<file path="src/rtl/qerv_rf_ram_pkg.sv">
`default_nettype none
// ============================================================================
// Module      : qerv_rf_ram_pkg
// Description : Shared definitions for the RAM-backed register file
//               controller: CSR register indices and read FSM states.
// Revision    : 1.0 - initial release
// ============================================================================
package qerv_rf_ram_pkg;

    // CSRs live just above the 32 GPRs in the RAM register map
    localparam logic [5:0] c_mscratch = 6'd32;
    localparam logic [5:0] c_mtvec    = 6'd33;
    localparam logic [5:0] c_mepc     = 6'd34;
    localparam logic [5:0] c_mtval    = 6'd35;

    typedef enum logic [1:0] {
        ST_IDLE   = 2'd0,
        ST_PRIME0 = 2'd1,
        ST_PRIME1 = 2'd2,
        ST_RUN    = 2'd3
    } rd_state_t;

endpackage
`default_nettype wire

</file>
<file path="src/rtl/qerv_rf_ram_wbuf.sv">
`default_nettype none
// ============================================================================
// Module      : qerv_rf_ram_wbuf
// Description : Per-port write chunk accumulator. Collects R serial chunks
//               (LSB first) into one RAM word and copies it to a holding
//               register, flagging it valid for one cycle if the port wrote.
// Revision    : 1.0 - initial release
// ============================================================================
module qerv_rf_ram_wbuf #(
    parameter int W     = 1,
    parameter int WIDTH = 8
) (
    input  logic             clk,
    input  logic             i_rst,
    input  logic             i_adv,
    input  logic             i_last,
    input  logic             i_wen,
    input  logic [W-1:0]     i_wdata,
    output logic [WIDTH-1:0] o_word,
    output logic             o_valid
);

    logic [WIDTH-W-1:0] r_buf;
    logic [WIDTH-1:0]   r_hold;
    logic [WIDTH-1:0]   w_next;
    logic               r_any;
    logic               r_hv;

    // New chunk enters at the top so the first chunk ends up at bit 0
    assign w_next = {i_wdata, r_buf};

    // Data path: shift chunks in, capture the full word on the last chunk
    always_ff @(posedge clk) begin
        if (i_adv) begin
            r_buf <= w_next[WIDTH-1:W];
            if (i_last) begin
                r_hold <= w_next;
            end
        end
    end

    // Track whether this port strobed during the word; pulse valid once
    always_ff @(posedge clk or posedge i_rst) begin
        if (i_rst) begin
            r_any <= 1'b0;
            r_hv  <= 1'b0;
        end else begin
            r_hv <= i_adv && i_last && (r_any || i_wen);
            if (i_adv) begin
                r_any <= i_last ? 1'b0 : (r_any || i_wen);
            end
        end
    end

    assign o_word  = r_hold;
    assign o_valid = r_hv;

endmodule
`default_nettype wire

</file>
<file path="src/rtl/qerv_rf_ram_ctrl.sv">
`default_nettype none
// ============================================================================
// Module      : qerv_rf_ram_ctrl
// Description : Serialising register-file front end for a single-port-pair
//               RAM. Reads two registers as gap-free W-bit streams and
//               assembles two serial write streams into RAM words.
// Revision    : 1.0 - initial release
// ============================================================================
module qerv_rf_ram_ctrl
    import qerv_rf_ram_pkg::*;
#(
    parameter int W        = 1,
    parameter int WIDTH    = 8,
    parameter int WITH_CSR = 1,
    localparam int R       = WIDTH / W,
    localparam int NW      = 32 / WIDTH,
    localparam int DEPTH   = (32 + 4 * WITH_CSR) * NW,
    localparam int AW      = $clog2(DEPTH),
    localparam int RW      = 5 + WITH_CSR
) (
    input  logic             clk,
    input  logic             i_rst,
    input  logic             i_rreq,
    output logic             o_ready,
    input  logic [RW-1:0]    i_rreg0,
    input  logic [RW-1:0]    i_rreg1,
    output logic [W-1:0]     o_rdata0,
    output logic [W-1:0]     o_rdata1,
    input  logic [RW-1:0]    i_wreg0,
    input  logic [RW-1:0]    i_wreg1,
    input  logic             i_wen0,
    input  logic             i_wen1,
    input  logic [W-1:0]     i_wdata0,
    input  logic [W-1:0]     i_wdata1,
    output logic [AW-1:0]    o_waddr,
    output logic [WIDTH-1:0] o_wdata,
    output logic             o_wen,
    output logic [AW-1:0]    o_raddr,
    output logic             o_ren,
    input  logic [WIDTH-1:0] i_rdata
);

    localparam int NCH = 32 / W;
    localparam int CW  = $clog2(NCH);
    localparam int LR  = $clog2(R);

    function automatic logic [AW-1:0] f_addr(input logic [RW-1:0] rnum,
                                             input logic [CW-1:0] word);
        return AW'(rnum) * AW'(NW) + AW'(word);
    endfunction

    // ------------------------------------------------------------------
    // Read side
    // ------------------------------------------------------------------
    rd_state_t          r_state;
    rd_state_t          w_state_nxt;
    logic [CW-1:0]      r_rcnt;
    logic [CW-1:0]      w_rp;
    logic [CW-1:0]      w_rk;
    logic               w_rlast;
    logic               w_rmore;
    logic               w_bypass;
    logic [RW-1:0]      r_rreg0;
    logic [RW-1:0]      r_rreg1;
    logic [WIDTH-1:0]   r_sh0;
    logic [WIDTH-1:0]   r_sh1;
    logic [WIDTH-1:0]   r_pre0;
    logic [WIDTH-1:0]   w_word0;
    logic [WIDTH-1:0]   w_word1;

    assign w_rp    = r_rcnt & CW'(R - 1);
    assign w_rk    = r_rcnt >> LR;
    assign w_rlast = (r_rcnt == CW'(NCH - 1));
    assign w_rmore = (w_rk < CW'(NW - 1));

    // At the first chunk of every later word the fresh words are consumed
    // directly (rreg1 straight off the RAM bus) so output never stalls
    assign w_bypass = (r_state == ST_RUN) && (w_rp == '0) && (w_rk != '0);
    assign w_word0  = w_bypass ? r_pre0  : r_sh0;
    assign w_word1  = w_bypass ? i_rdata : r_sh1;

    assign o_rdata0 = (r_state == ST_RUN && r_rreg0 != '0) ? w_word0[W-1:0] : '0;
    assign o_rdata1 = (r_state == ST_RUN && r_rreg1 != '0) ? w_word1[W-1:0] : '0;

    // Read FSM state register
    always_ff @(posedge clk or posedge i_rst) begin
        if (i_rst) begin
            r_state <= ST_IDLE;
        end else begin
            r_state <= w_state_nxt;
        end
    end

    // Read FSM next state plus RAM read requests and ready pulse
    always_comb begin
        w_state_nxt = r_state;
        o_ready     = 1'b0;
        o_ren       = 1'b0;
        o_raddr     = '0;
        case (r_state)
            ST_IDLE: begin
                if (i_rreq && !i_rst) begin
                    w_state_nxt = ST_PRIME0;
                    o_ren       = 1'b1;
                    o_raddr     = f_addr(i_rreg0, '0);
                end
            end
            ST_PRIME0: begin
                w_state_nxt = ST_PRIME1;
                o_ren       = 1'b1;
                o_raddr     = f_addr(r_rreg1, '0);
            end
            ST_PRIME1: begin
                w_state_nxt = ST_RUN;
                o_ready     = 1'b1;
            end
            ST_RUN: begin
                if (w_rlast) begin
                    w_state_nxt = ST_IDLE;
                end
                if (w_rmore && w_rp == CW'(R - 2)) begin
                    o_ren   = 1'b1;
                    o_raddr = f_addr(r_rreg0, w_rk + CW'(1));
                end else if (w_rmore && w_rp == CW'(R - 1)) begin
                    o_ren   = 1'b1;
                    o_raddr = f_addr(r_rreg1, w_rk + CW'(1));
                end
            end
            default: w_state_nxt = ST_IDLE;
        endcase
    end

    // Read chunk counter, running only while streaming
    always_ff @(posedge clk or posedge i_rst) begin
        if (i_rst) begin
            r_rcnt <= '0;
        end else if (r_state == ST_RUN && !w_rlast) begin
            r_rcnt <= r_rcnt + CW'(1);
        end else begin
            r_rcnt <= '0;
        end
    end

    // Latch the register pair when a read is accepted
    always_ff @(posedge clk) begin
        if (r_state == ST_IDLE && i_rreq) begin
            r_rreg0 <= i_rreg0;
            r_rreg1 <= i_rreg1;
        end
    end

    // Read shift registers and the rreg0 prefetch buffer
    always_ff @(posedge clk) begin
        case (r_state)
            ST_PRIME0: r_sh0 <= i_rdata;
            ST_PRIME1: r_sh1 <= i_rdata;
            ST_RUN: begin
                r_sh0 <= w_word0 >> W;
                r_sh1 <= w_word1 >> W;
                if (w_rmore && w_rp == CW'(R - 1)) begin
                    r_pre0 <= i_rdata;
                end
            end
            default: ;
        endcase
    end

    // ------------------------------------------------------------------
    // Write side
    // ------------------------------------------------------------------
    logic               w_wadv;
    logic [CW-1:0]      r_wcnt;
    logic [CW-1:0]      w_wp;
    logic [CW-1:0]      w_wk;
    logic               w_wlast;
    logic [CW-1:0]      r_wword;
    logic [RW-1:0]      r_wreg0;
    logic [RW-1:0]      r_wreg1;
    logic [WIDTH-1:0]   w_hold0;
    logic [WIDTH-1:0]   w_hold1;
    logic               w_hv0;
    logic               w_hv1;
    logic               r_p1_valid;
    logic [AW-1:0]      r_p1_addr;

    assign w_wadv  = i_wen0 | i_wen1;
    assign w_wp    = r_wcnt & CW'(R - 1);
    assign w_wk    = r_wcnt >> LR;
    assign w_wlast = (w_wp == CW'(R - 1));

    // Shared write chunk counter and index of the word just completed
    always_ff @(posedge clk or posedge i_rst) begin
        if (i_rst) begin
            r_wcnt  <= '0;
            r_wword <= '0;
        end else if (w_wadv) begin
            r_wcnt <= (r_wcnt == CW'(NCH - 1)) ? '0 : r_wcnt + CW'(1);
            if (w_wlast) begin
                r_wword <= w_wk;
            end
        end
    end

    // Write register addresses are taken with the first chunk
    always_ff @(posedge clk) begin
        if (w_wadv && r_wcnt == '0) begin
            r_wreg0 <= i_wreg0;
            r_wreg1 <= i_wreg1;
        end
    end

    qerv_rf_ram_wbuf #(.W(W), .WIDTH(WIDTH)) u_wbuf0 (
        .clk     (clk),
        .i_rst   (i_rst),
        .i_adv   (w_wadv),
        .i_last  (w_wlast),
        .i_wen   (i_wen0),
        .i_wdata (i_wdata0),
        .o_word  (w_hold0),
        .o_valid (w_hv0)
    );

    qerv_rf_ram_wbuf #(.W(W), .WIDTH(WIDTH)) u_wbuf1 (
        .clk     (clk),
        .i_rst   (i_rst),
        .i_adv   (w_wadv),
        .i_last  (w_wlast),
        .i_wen   (i_wen1),
        .i_wdata (i_wdata1),
        .o_word  (w_hold1),
        .o_valid (w_hv1)
    );

    // Port 1 waits one cycle behind port 0; its address is frozen now in
    // case a new write already updates the register latches next cycle
    always_ff @(posedge clk or posedge i_rst) begin
        if (i_rst) begin
            r_p1_valid <= 1'b0;
            r_p1_addr  <= '0;
        end else begin
            r_p1_valid <= w_hv1;
            r_p1_addr  <= f_addr(r_wreg1, r_wword);
        end
    end

    assign o_wen   = w_hv0 | r_p1_valid;
    assign o_waddr = w_hv0 ? f_addr(r_wreg0, r_wword) : (r_p1_valid ? r_p1_addr : '0);
    assign o_wdata = w_hv0 ? w_hold0 : w_hold1;

endmodule
`default_nettype wire

</file>
<file path="config.mk">
export PLATFORM = sky130hd
export DESIGN_NAME = qerv_rf_ram_ctrl
export DESIGN_NICKNAME = d
export VERILOG_FILES = /design/src/rtl/qerv_rf_ram_pkg.sv /design/src/rtl/qerv_rf_ram_wbuf.sv /design/src/rtl/qerv_rf_ram_ctrl.sv
export SDC_FILE = /design/constraint.sdc
export NUM_CORES = 1
export LEC_CHECK = 0
export ABC_CLOCK_PERIOD_IN_PS = 3200
export BUFFER_PORTS_ARGS = -buffer_cell sky130_fd_sc_hd__buf_4
export CAP_MARGIN = 10
export CORE_AREA = 2 2 84 127
export CTS_CLUSTER_DIAMETER = 60
export DETAILED_ROUTE_END_ITERATION = 6
export DIE_AREA = 0 0 86 129
export SLEW_MARGIN = 25
export SYNTH_ARGS = -nofsm -noshare
export SYNTH_HDL_FRONTEND = slang
export SYNTH_SLANG_ARGS = --single-unit
</file>
<file path="constraint.sdc">
create_clock -name clk -period 3.2 [get_ports clk]
set_input_delay 0.8 -clock clk [delete_from_list [all_inputs] [get_ports clk]]
set_output_delay 0.8 -clock clk [all_outputs]
set_load 0.05 [all_outputs]
</file>
==> summary.txt, run 1 <==
Worst setup path
  • Critical path required time: 2.40 ns
  • CP Class: reg -> out
  • Worst Setup End Kind: output port
  • Startpoint types: flop
  • R2r setup slk: 1.08 ns
  • CP arrival: 2.30 ns
  • CP Max Fanout: 13

Floorplan
  • Die height: 129 µm
  • Die W: 86 µm
  • # rows: 45
  • # IOs: 68
  • Initial core utilization: 0.442
  • Placeable Area: 9970 µm²
  • Die area: 11,100 µm²

CTS
  • Sink Count: 105
  • Clk root buf: clkbuf_16
  • H-tree levels: 3
  • Worst-Skew Late Latency: 0.34 ns
  • CTS Buf Count: 9
  • Clock transition at path regs: 0.07 ns
  • CTS tree: built
  • CTS max path bufs: 2

Global routing
  • GRT Total Usage: 0.161
  • Vias in the first global route: 2,731
  • GRT overflow: 0
  • Largest net degree at the start of global routing: 29
  • Antenna violations before repair: 0
  • Global-route wire length before repair: 13,600 µm

Timing
  • Final Setup Violations: 0
  • Final cycle utilization of the critical path: 0.967
  • Fmax: 323 MHz
  • Worst Setup Slack, final: 0.105 ns
  • Slew margin rel.: 0.518
  • Fin crit period: 3.10 ns
  • Least-Margin Pin Slew: 0.722 ns
  • Final-report hold violation count: 0
  • Setup Total Neg Slack: 0 ns
  • Worst hold slack: 0.351 ns
  • Max Transition Viols Final: 0
  • Worst Skew: 0.0114 ns

Place
  • Post-DP HPWL: 5920 µm
  • Count of input and output buffers: 67
  • Place WS: 0.307 ns
  • GP Congestion: 0.815

Detailed routing
  • Vias: 2,684
  • Drt pass-1 iters: 6
  • First DRT Iteration DRCs: 103
  • Vias/cell: 5.47
  • Final antenna-violating net count: 0
  • DRT Wirelength: 8300 µm
  • DRC Markers: 0
  • Avg WL per Cell: 16.9 µm

Logic synthesis
  • Mapped Cells: 292
  • Yosys top cell by area: edfxtp_1
  • Synth Net Count: 351
  • Mapped cell area: 4400 µm²
  • Sequential share of the synthesized area: 0.686
  • Mux contribution to synthesized area: 0.0276
  • Synth warn: 0
  • Synth Area in Compound Gates: 0.0907
  • Yosys reg bits: 105
  • Synth Area in Adders: 0.0569
  • Xor/xnor share of the synthesized area: 0.0159
  • Top FF cell, synth: edfxtp_1
  • Top cell type's share of synthesized area: 0.532
  • Largest family of logic cells by synthesized area: simple AND/OR/NAND/NOR gates
  • Yosys cell types: 45
  • Post-synth ARST share: 0.257
  • Synth top area cells: edfxtp_1 53%, dfrtp_1 15%, ha_1 5.7%, mux2_2 2.3%, a221o_1 2.3%
  • Post-synth EDFFs: 78
  • Syn Area/Cell: 15.1 µm²
  • Post-Synth Simple-Gate Area: 0.0972

Flow run
  • Max Cap Viol: 0

Cells and area
  • Layout cells sized above 1: 0.332
  • Area Growth Syn to Fin: 22.3%
  • Most common cell after layout, fill and taps aside: edfxtp_1
  • Fillcell total: 837
  • Commonest non-fill, non-tap cells in the layout: 78 x edfxtp_1, 75 x buf_4, 27 x dfrtp_1
  • Ant. Diodes: 0
  • NumNets Final: 428

Pwr
  • Power Density: 809 nW/µm²
  • Lkg Pwr: 0.00216 µW
  • Total power: 4360 µW
  • Worst vdd ir: 495 µV

Run status
  • Status: complete, no violations

Worst hold path
  • Worst Hold Class: reg -> reg
[routing by layer]
layer	GRT usage	vias up	part of all wire
met5	0	-	0
met4	0.0672	0	0.016
met3	0.0366	7	0.044
met2	0.279	71	0.54
met1	0.192	1345	0.40
li1	-	1261	-
[worst max-delay path: stages, from the launching register on]
cell and delay, ns:
dfrtp_1 0.40, inv_1 0.10, ha_1 0.24, and2_4 0.23, and2_1 0.27, a222oi_1 0.43
a21oi_2 0.09, buf_4 0.21
[cells in the mapped netlist, types with 2 or more instances]
| library cell | n |
|---|---|
| a21oi_1 | 7 |
| a221o_1 | 10 |
| a221o_2 | 4 |
| a222oi_1 | 5 |
| a22o_1 | 8 |
| and2_1 | 5 |
| and3_1 | 3 |
| buf_2 | 3 |
| buf_6 | 3 |
| clkbuf_1 | 2 |
| dfrtp_1 | 27 |
| edfxtp_1 | 78 |
| ha_1 | 20 |
| inv_1 | 11 |
| mux2_2 | 9 |
| mux2i_1 | 2 |
| nand2_1 | 16 |
| nand2b_1 | 4 |
| nand3_1 | 4 |
| nor2_1 | 19 |
| nor2b_1 | 11 |
| o21ai_0 | 7 |
| o31ai_1 | 2 |
| o32a_1 | 2 |
| or2_2 | 3 |
| or4_1 | 2 |
| xnor2_1 | 4 |
| xor2_1 | 4 |
[final timing paths]
check | from | end | cells after the start
min in group asynchronous | i_rst | r_rcnt[1] | 3
worst min-delay path | r_wreg1[5] | r_p1_addr[7] | 0
worst max register to register | r_state[0] | r_sh1[0] | 5
worst min register to register | r_wreg1[5] | r_p1_addr[7] | 0
worst max-delay path | r_state[0] | o_raddr[5] | 7
max in group asynchronous | i_rst | r_state[0] | 3
[cell families (layout without fill, tap and decap cells)]
| family | after synthesis | count (layout) |
|---|---|---|
| DFF | 105 | 105 |
| and+or+nand+nor | 78 | 78 |
| adders and majority gates | 20 | 20 |
| buffers and inverters | 21 | 103 |
| muxes | 11 | 11 |
| AOI/OAI and AO/OA | 49 | 49 |
| xor gates and xnor gates | 8 | 8 |
[power by group]
part           internal, µW  switching, µW
sequential             1850            154
combinational           459            826
clock                   550            517
[through the flow]
step | area (µm²) | instances | utilization
6_report | 5380 | 491 | 0.540
5_1_grt | 5380 | 491 | 0.540
2_1_floorplan | 4430 | 292 | -
3_3_place_gp | 5070 | 474 | 0.509
3_5_place_dp | 5070 | 474 | 0.509
4_1_cts | 5370 | 490 | 0.538
[registers in the layout, indices dropped and copies added, names as in the netlist, 2 cells and up]
| register | flops |
|---|---|
| r_p1_addr | 8 |
| r_pre0 | 8 |
| r_rcnt | 5 |
| r_rreg0 | 6 |
| r_rreg1 | 6 |
| r_sh0 | 8 |
| r_sh1 | 8 |
| r_state | 2 |
| r_wcnt | 5 |
| r_wreg0 | 6 |
| r_wreg1 | 6 |
| r_wword | 2 |
| u_wbuf0.o_word | 8 |
| u_wbuf0.r_buf | 7 |
| u_wbuf1.o_word | 8 |
| u_wbuf1.r_buf | 7 |
[what timing repair did]
| item | in CTS | in global routing |
|---|---|---|
| hold buffers | 0 | 0 |
| endpoints found under the setup margin | 0 | 3 |
| gates resized for setup | 0 | 3 |
| buffers inserted | 0 | 1 |
[area by class of cell]
type,instances,area [µm²],share of cell area
clock buffers,9,225,0.0419
multi-input cells,166,1310,0.243
flip-flops and latches,105,3020,0.561
well taps,117,146,0.0272
inverters,11,41.3,0.00767
repair buffers,76,574,0.107
clock inverters,7,70.1,0.0130
Note: power is estimated with default switching activity, not from simulation.
==> inputs of run 2 (changes only) <==
--- a/config.mk
+++ b/config.mk
@@ -5,7 +5,7 @@
 export SDC_FILE = /design/constraint.sdc
 export NUM_CORES = 1
 export LEC_CHECK = 0
-export ABC_CLOCK_PERIOD_IN_PS = 3200
+export ABC_CLOCK_PERIOD_IN_PS = 3700
 export BUFFER_PORTS_ARGS = -buffer_cell sky130_fd_sc_hd__buf_4
 export CAP_MARGIN = 10
 export CORE_AREA = 2 2 84 127
@@ -15,4 +15,5 @@
 export SLEW_MARGIN = 25
 export SYNTH_ARGS = -nofsm -noshare
 export SYNTH_HDL_FRONTEND = slang
+export SYNTH_HIERARCHICAL = 1
 export SYNTH_SLANG_ARGS = --single-unit
==> constraint.sdc (replaced) <==
create_clock -name clk -period 3.7 [get_ports clk]
set_input_delay 0.925 -clock clk [delete_from_list [all_inputs] [get_ports clk]]
set_output_delay 0.925 -clock clk [all_outputs]
set_load 0.05 [all_outputs]
==> summary.txt, run 2 <==
Run status
  • Status: complete, no violations

Floorplan
  • Initial core utilization: 0.444
  • Placeable Area: 9970 µm²
  • Die area: 11,100 µm²
  • Die W: 86 µm
  • # IOs: 68
  • Die height: 129 µm
  • # rows: 45

Detailed routing
  • Vias: 2,671
  • DRC Markers: 0
  • Avg WL per Cell: 17.0 µm
  • DRT Wirelength: 8260 µm
  • Vias/cell: 5.50
  • First DRT Iteration DRCs: 162
  • Drt pass-1 iters: 4
  • Final antenna-violating net count: 0

Cells and area
  • Area Growth Syn to Fin: 21.0%
  • NumNets Final: 423
  • Final non-filler cell total: 486
  • Layout cells sized above 1: 0.295
  • Ant. Diodes: 0
  • Commonest non-fill, non-tap cells in the layout: 78 x edfxtp_1, 72 x buf_4, 27 x dfrtp_1
  • Most common cell after layout, fill and taps aside: edfxtp_1

Timing
  • Fin crit period: 3.36 ns
  • Final cycle utilization of the critical path: 0.907
  • Setup Total Neg Slack: 0 ns
  • Least-Margin Pin Slew: 0.769 ns
  • Final Setup Violations: 0
  • Worst Skew: 0.00764 ns
  • Final-report hold violation count: 0
  • Slew margin rel.: 0.487
  • RSZ-0062 raised after global routing: false
  • Fmax: 298 MHz
  • Max Transition Viols Final: 0

Logic synthesis
  • Yosys top cell by area: edfxtp_1
  • Top FF cell, synth: edfxtp_1
  • Top-count cell post-synth: edfxtp_1
  • Mapped cell area: 4420 µm²
  • Yosys reg bits: 105
  • Mapped Cells: 291
  • Synth warn: 6
  • Top cells by count, synth: 78 x edfxtp_1, 27 x dfrtp_1, 20 x ha_1, 15 x nor2_1, 14 x a221o_1
  • Syn Area/Cell: 15.2 µm²
  • Sequential share of the synthesized area: 0.682
  • Top cell type's share of synthesized area: 0.529
  • Post-synth EDFFs: 78
  • Synth Net Count: 350
  • Post-synth ARST share: 0.257
  • Synth top area cells: edfxtp_1 53%, dfrtp_1 15%, ha_1 5.7%, a221o_1 3.2%, mux2_2 2.8%
  • Yosys cell types: 43

CTS
  • Sink Count: 105
  • H-tree levels: 3
  • Clock transition at path regs: 0.07 ns
  • Cts repair resizes: 0
  • Post-CTS Repair Setup Buffers: 0
  • CTS max path bufs: 2
  • CTS Buf Count: 9
  • CTS tree: built
  • Clk root buf: clkbuf_16
  • Worst-Skew Late Latency: 0.34 ns
  • CTS hold repair buffers: 0

Global routing
  • Vias in the first global route: 2,842
  • Largest net degree at the start of global routing: 25
  • Antenna violations before repair: 0
  • GRT overflow: 0
  • Global-route wire length before repair: 13,600 µm
  • GRT Total Usage: 0.159

Worst setup path
  • Worst Setup End Kind: output port
  • CP Max Fanout: 7
  • CP arrival: 2.43 ns
  • Startpoint types: flop
  • CP Class: reg -> out
  • Critical path required time: 2.77 ns
  • FF-to-FF path depth: 6

Place
  • GP Congestion: 0.890
  • Post-DP HPWL: 5810 µm
  • Cells after DPL: 470
  • Count of input and output buffers: 67

Worst hold path
  • Hold depth: 0
  • Worst Hold Class: reg -> reg

Pwr
  • Power Density: 712 nW/µm²
  • Lkg Pwr: 0.00216 µW
  • Worst vdd ir: 443 µV

Flow run
  • Max Cap Viol: 0
-- run 2: changes by cell type after synthesis --
cell and delta:
nand2_1 -6, a221o_1 +4, a221o_2 -4, nor2_1 -4
a21oi_1 +2, and2_4 +2, mux2_2 +2, o21a_1 +2
and3_1 +1, and3_2 -1, buf_6 +1, clkbuf_8 -1
inv_1 +1
-- run 2: layout make-up --
type	count	area, µm²
Clock inverter	7	88.8
Fill cell	859	4610
Clock buffer	9	225
Multi-Input combinational cell	164	1290
Tap cell	117	146
Inverter	12	45.0
Sequential cell	105	3020
Timing Repair Buffer	72	541
-- run 2: worst paths after layout --
check	from	endpoint	slack [ns]
setup reg to reg	r_state[0]	r_sh1[3]	1.44
hold / removal	u_wbuf1/o_valid	r_p1_valid	0.35
max in group asynchronous	i_rst	r_wword[1]	2.75
setup / recovery	r_rcnt[3]	o_raddr[6]	0.34
min in group asynchronous	i_rst	u_wbuf0/r_any	0.45
hold reg to reg	u_wbuf1/o_valid	r_p1_valid	0.35
-- run 2: critical path: stages (launching register included) --
cell and delay (ns):
dfrtp_1 0.40, ha_1 0.33, ha_1 0.24, ha_1 0.19, nand3_1 0.11, xor2_1 0.16
o32ai_1 0.22, a222oi_1 0.10, nor2_1 0.13, buf_4 0.21
-- run 2: power by group --
group | switching, µW | total [µW] | internal, µW
sequential | 138 | 1740 | 1600
clock | 437 | 976 | 539
combinational | 701 | 1100 | 395
total | 1280 | 3810 | 2540
-- run 2: kinds of logic (layout without fill, tap and decap cells) --
family                   after synthesis  in the layout  synth area share
flip-flops                           105            105             0.682
AND/OR/NAND/NOR                       70             70            0.0919
multiplexers                          13             13            0.0325
AO/OA/AOI/OAI                         53             53            0.0947
buffers and inverters                 22            100            0.0263
XOR/XNOR                               8              8            0.0158
adder cells (fa/ha/maj)               20             20            0.0566
-- run 2: metrics by stage --
step                hold WS (ns)  cell area, µm²   util  total power (µW)  worst slack, ns
finish                     0.351            5350  0.537              3810            0.343
global route               0.356            5350  0.537              4020            0.149
CTS                        0.354            5350  0.537              3860            0.327
detailed placement         0.336            5040  0.506              2870            0.597
global placement           0.333            5040  0.506              2850            0.625
floorplan                  0.331            4420      -              2530            0.121
-- run 2: per-layer routing --
layer,track usage,routed length (µm),share of wire,vias to the layer above
met2,0.271,4330,0.52,84
met3,0.0404,469,0.057,10
li1,-,-,-,1256
met4,0.0738,119,0.014,0
met1,0.187,3330,0.40,1321
met5,0,0,0,-
==> inputs of run 3 (changes only) <==
--- a/config.mk
+++ b/config.mk
@@ -12,6 +12,7 @@
 export CTS_CLUSTER_DIAMETER = 60
 export DETAILED_ROUTE_END_ITERATION = 6
 export DIE_AREA = 0 0 86 129
+export PLACE_DENSITY = 0.66
 export SLEW_MARGIN = 25
 export SYNTH_ARGS = -nofsm -noshare
 export SYNTH_HDL_FRONTEND = slang
==> summary.txt, run 3 (synthesis gave the netlist of run 2 again) <==
Run status
  • Status: complete, no violations

Detailed routing
  • Vias/cell: 5.44
  • Vias: 2,636
  • Avg WL per Cell: 16.7 µm
  • Drt pass-1 iters: 4
  • First DRT Iteration DRCs: 132
  • Final antenna-violating net count: 0
  • DRC Markers: 0
  • DRT Wirelength: 8110 µm

Floorplan
  • Placeable Area: 9970 µm²
  • Die area: 11,100 µm²
  • Die W: 86 µm
  • # rows: 45
  • Initial core utilization: 0.444
  • Die height: 129 µm
  • # IOs: 68

Place
  • Post-DP HPWL: 5870 µm
  • Total placed instance area: 5030 µm²
  • GP Congestion: 0.897
  • Cells after DPL: 469
  • Count of input and output buffers: 67

CTS
  • CTS hold repair buffers: 0
  • Clock transition at path regs: 0.07 ns
  • Cts repair resizes: 0
  • CTS max path bufs: 2
  • Worst-Skew Late Latency: 0.34 ns
  • Sink Count: 105
  • CTS tree: built
  • CTS Buf Count: 9
  • Clk root buf: clkbuf_16
  • Post-CTS Repair Setup Buffers: 0
  • H-tree levels: 3

Worst setup path
  • FF-to-FF path depth: 5
  • Startpoint types: flop
  • Critical path required time: 2.77 ns
  • CP Max Fanout: 7
  • Worst Setup End Kind: output port
  • CP arrival: 2.47 ns
  • CP Class: reg -> out

Timing
  • Worst Skew: 0.00634 ns
  • Setup Total Neg Slack: 0 ns
  • Final cycle utilization of the critical path: 0.916
  • Fmax: 295 MHz
  • Fin crit period: 3.39 ns
  • Slew margin rel.: 0.493
  • Max Transition Viols Final: 0
  • Final Setup Violations: 0
  • Least-Margin Pin Slew: 0.760 ns
  • RSZ-0062 raised after global routing: false
  • Final-report hold violation count: 0

Cells and area
  • Final instance area: 5330 µm²
  • Most common cell after layout, fill and taps aside: edfxtp_1
  • Ant. Diodes: 0
  • Layout cells sized above 1: 0.291
  • NumNets Final: 422
  • Final non-filler cell total: 485
  • Commonest non-fill, non-tap cells in the layout: 78 x edfxtp_1, 71 x buf_4, 27 x dfrtp_1
  • Area Growth Syn to Fin: 20.4%

Flow run
  • Max Cap Viol: 0

Global routing
  • GRT overflow: 0
  • Met2 usage: 0.278
  • Met1 Use GR: 0.176
  • Vias in the first global route: 2,661
  • GR Util met3: 0.0391
  • Antenna violations before repair: 0
  • Largest net degree at the start of global routing: 25
  • GRT Total Usage: 0.154
  • Global-route wire length before repair: 12,900 µm
  • Gr busiest metal: met2

Pwr
  • Worst vdd ir: 392 µV
  • Power Density: 704 nW/µm²
  • Lkg Pwr: 0.00214 µW

Worst hold path
  • Hold depth: 0
  • Worst Hold Class: reg -> reg
## run 3: cell count changes in the layout (fill, tap and decap cells not counted)
cell	delta
buf_4	-1
inv_8	+2
clkinv_4	-1
clkinv_2	-1
bufinv_16	-1
clkinv_1	+1
## run 3: final timing paths
check,from,to,slack [ns]
max,r_rcnt[3],o_raddr[6],0.31
min,r_wreg1[5],r_p1_addr[7],0.35
max reg2reg,r_state[0],r_sh1[4],1.53
min reg2reg,r_wreg1[5],r_p1_addr[7],0.35
max in group asynchronous,i_rst,r_state[1],2.70
min in group asynchronous,i_rst,u_wbuf1/r_any,0.44
## run 3: metal layers
metal	vias to the layer above	share of wire
li1	1249	-
met2	78	0.54
met5	-	0
met1	1302	0.39
met4	0	0.014
met3	7	0.046
## run 3: layout make-up
type | count | area (µm²)
Fill cell | 829 | 4640
Timing Repair Buffer | 71 | 533
Multi-Input combinational cell | 164 | 1290
Clock buffer | 9 | 225
Sequential cell | 105 | 3020
Tap cell | 117 | 146
Clock inverter | 7 | 71.3
Inverter | 12 | 45.0
## run 3: power by group
| group | leakage [µW] | switching [µW] | internal (µW) |
|---|---|---|---|
| Combinational | 0.000926 | 690 | 392 |
| Clock | 0.000146 | 439 | 477 |
| Sequential | 0.00107 | 149 | 1600 |
| Total | 0.00214 | 1280 | 2470 |
## run 3: through the flow
| step | hold slack [ns] | setup slack, ns | utilization | power, µW |
|---|---|---|---|---|
| 2_1_floorplan | 0.331 | 0.121 | - | 2530 |
| 3_3_place_gp | 0.331 | 0.667 | 0.505 | 2840 |
| 3_5_place_dp | 0.338 | 0.615 | 0.505 | 2870 |
| 4_1_cts | 0.354 | 0.353 | 0.535 | 3790 |
| 5_1_grt | 0.359 | 0.119 | 0.535 | 3960 |
| 6_report | 0.352 | 0.310 | 0.535 | 3750 |
## run 3: critical path: stages, from the launching register on
cell and delay [ns]:
dfrtp_1 0.41, ha_1 0.31, ha_1 0.24, ha_1 0.21, nand3_1 0.10, xor2_1 0.18
o32ai_1 0.10, a222oi_1 0.29, nor2_1 0.08, buf_4 0.20
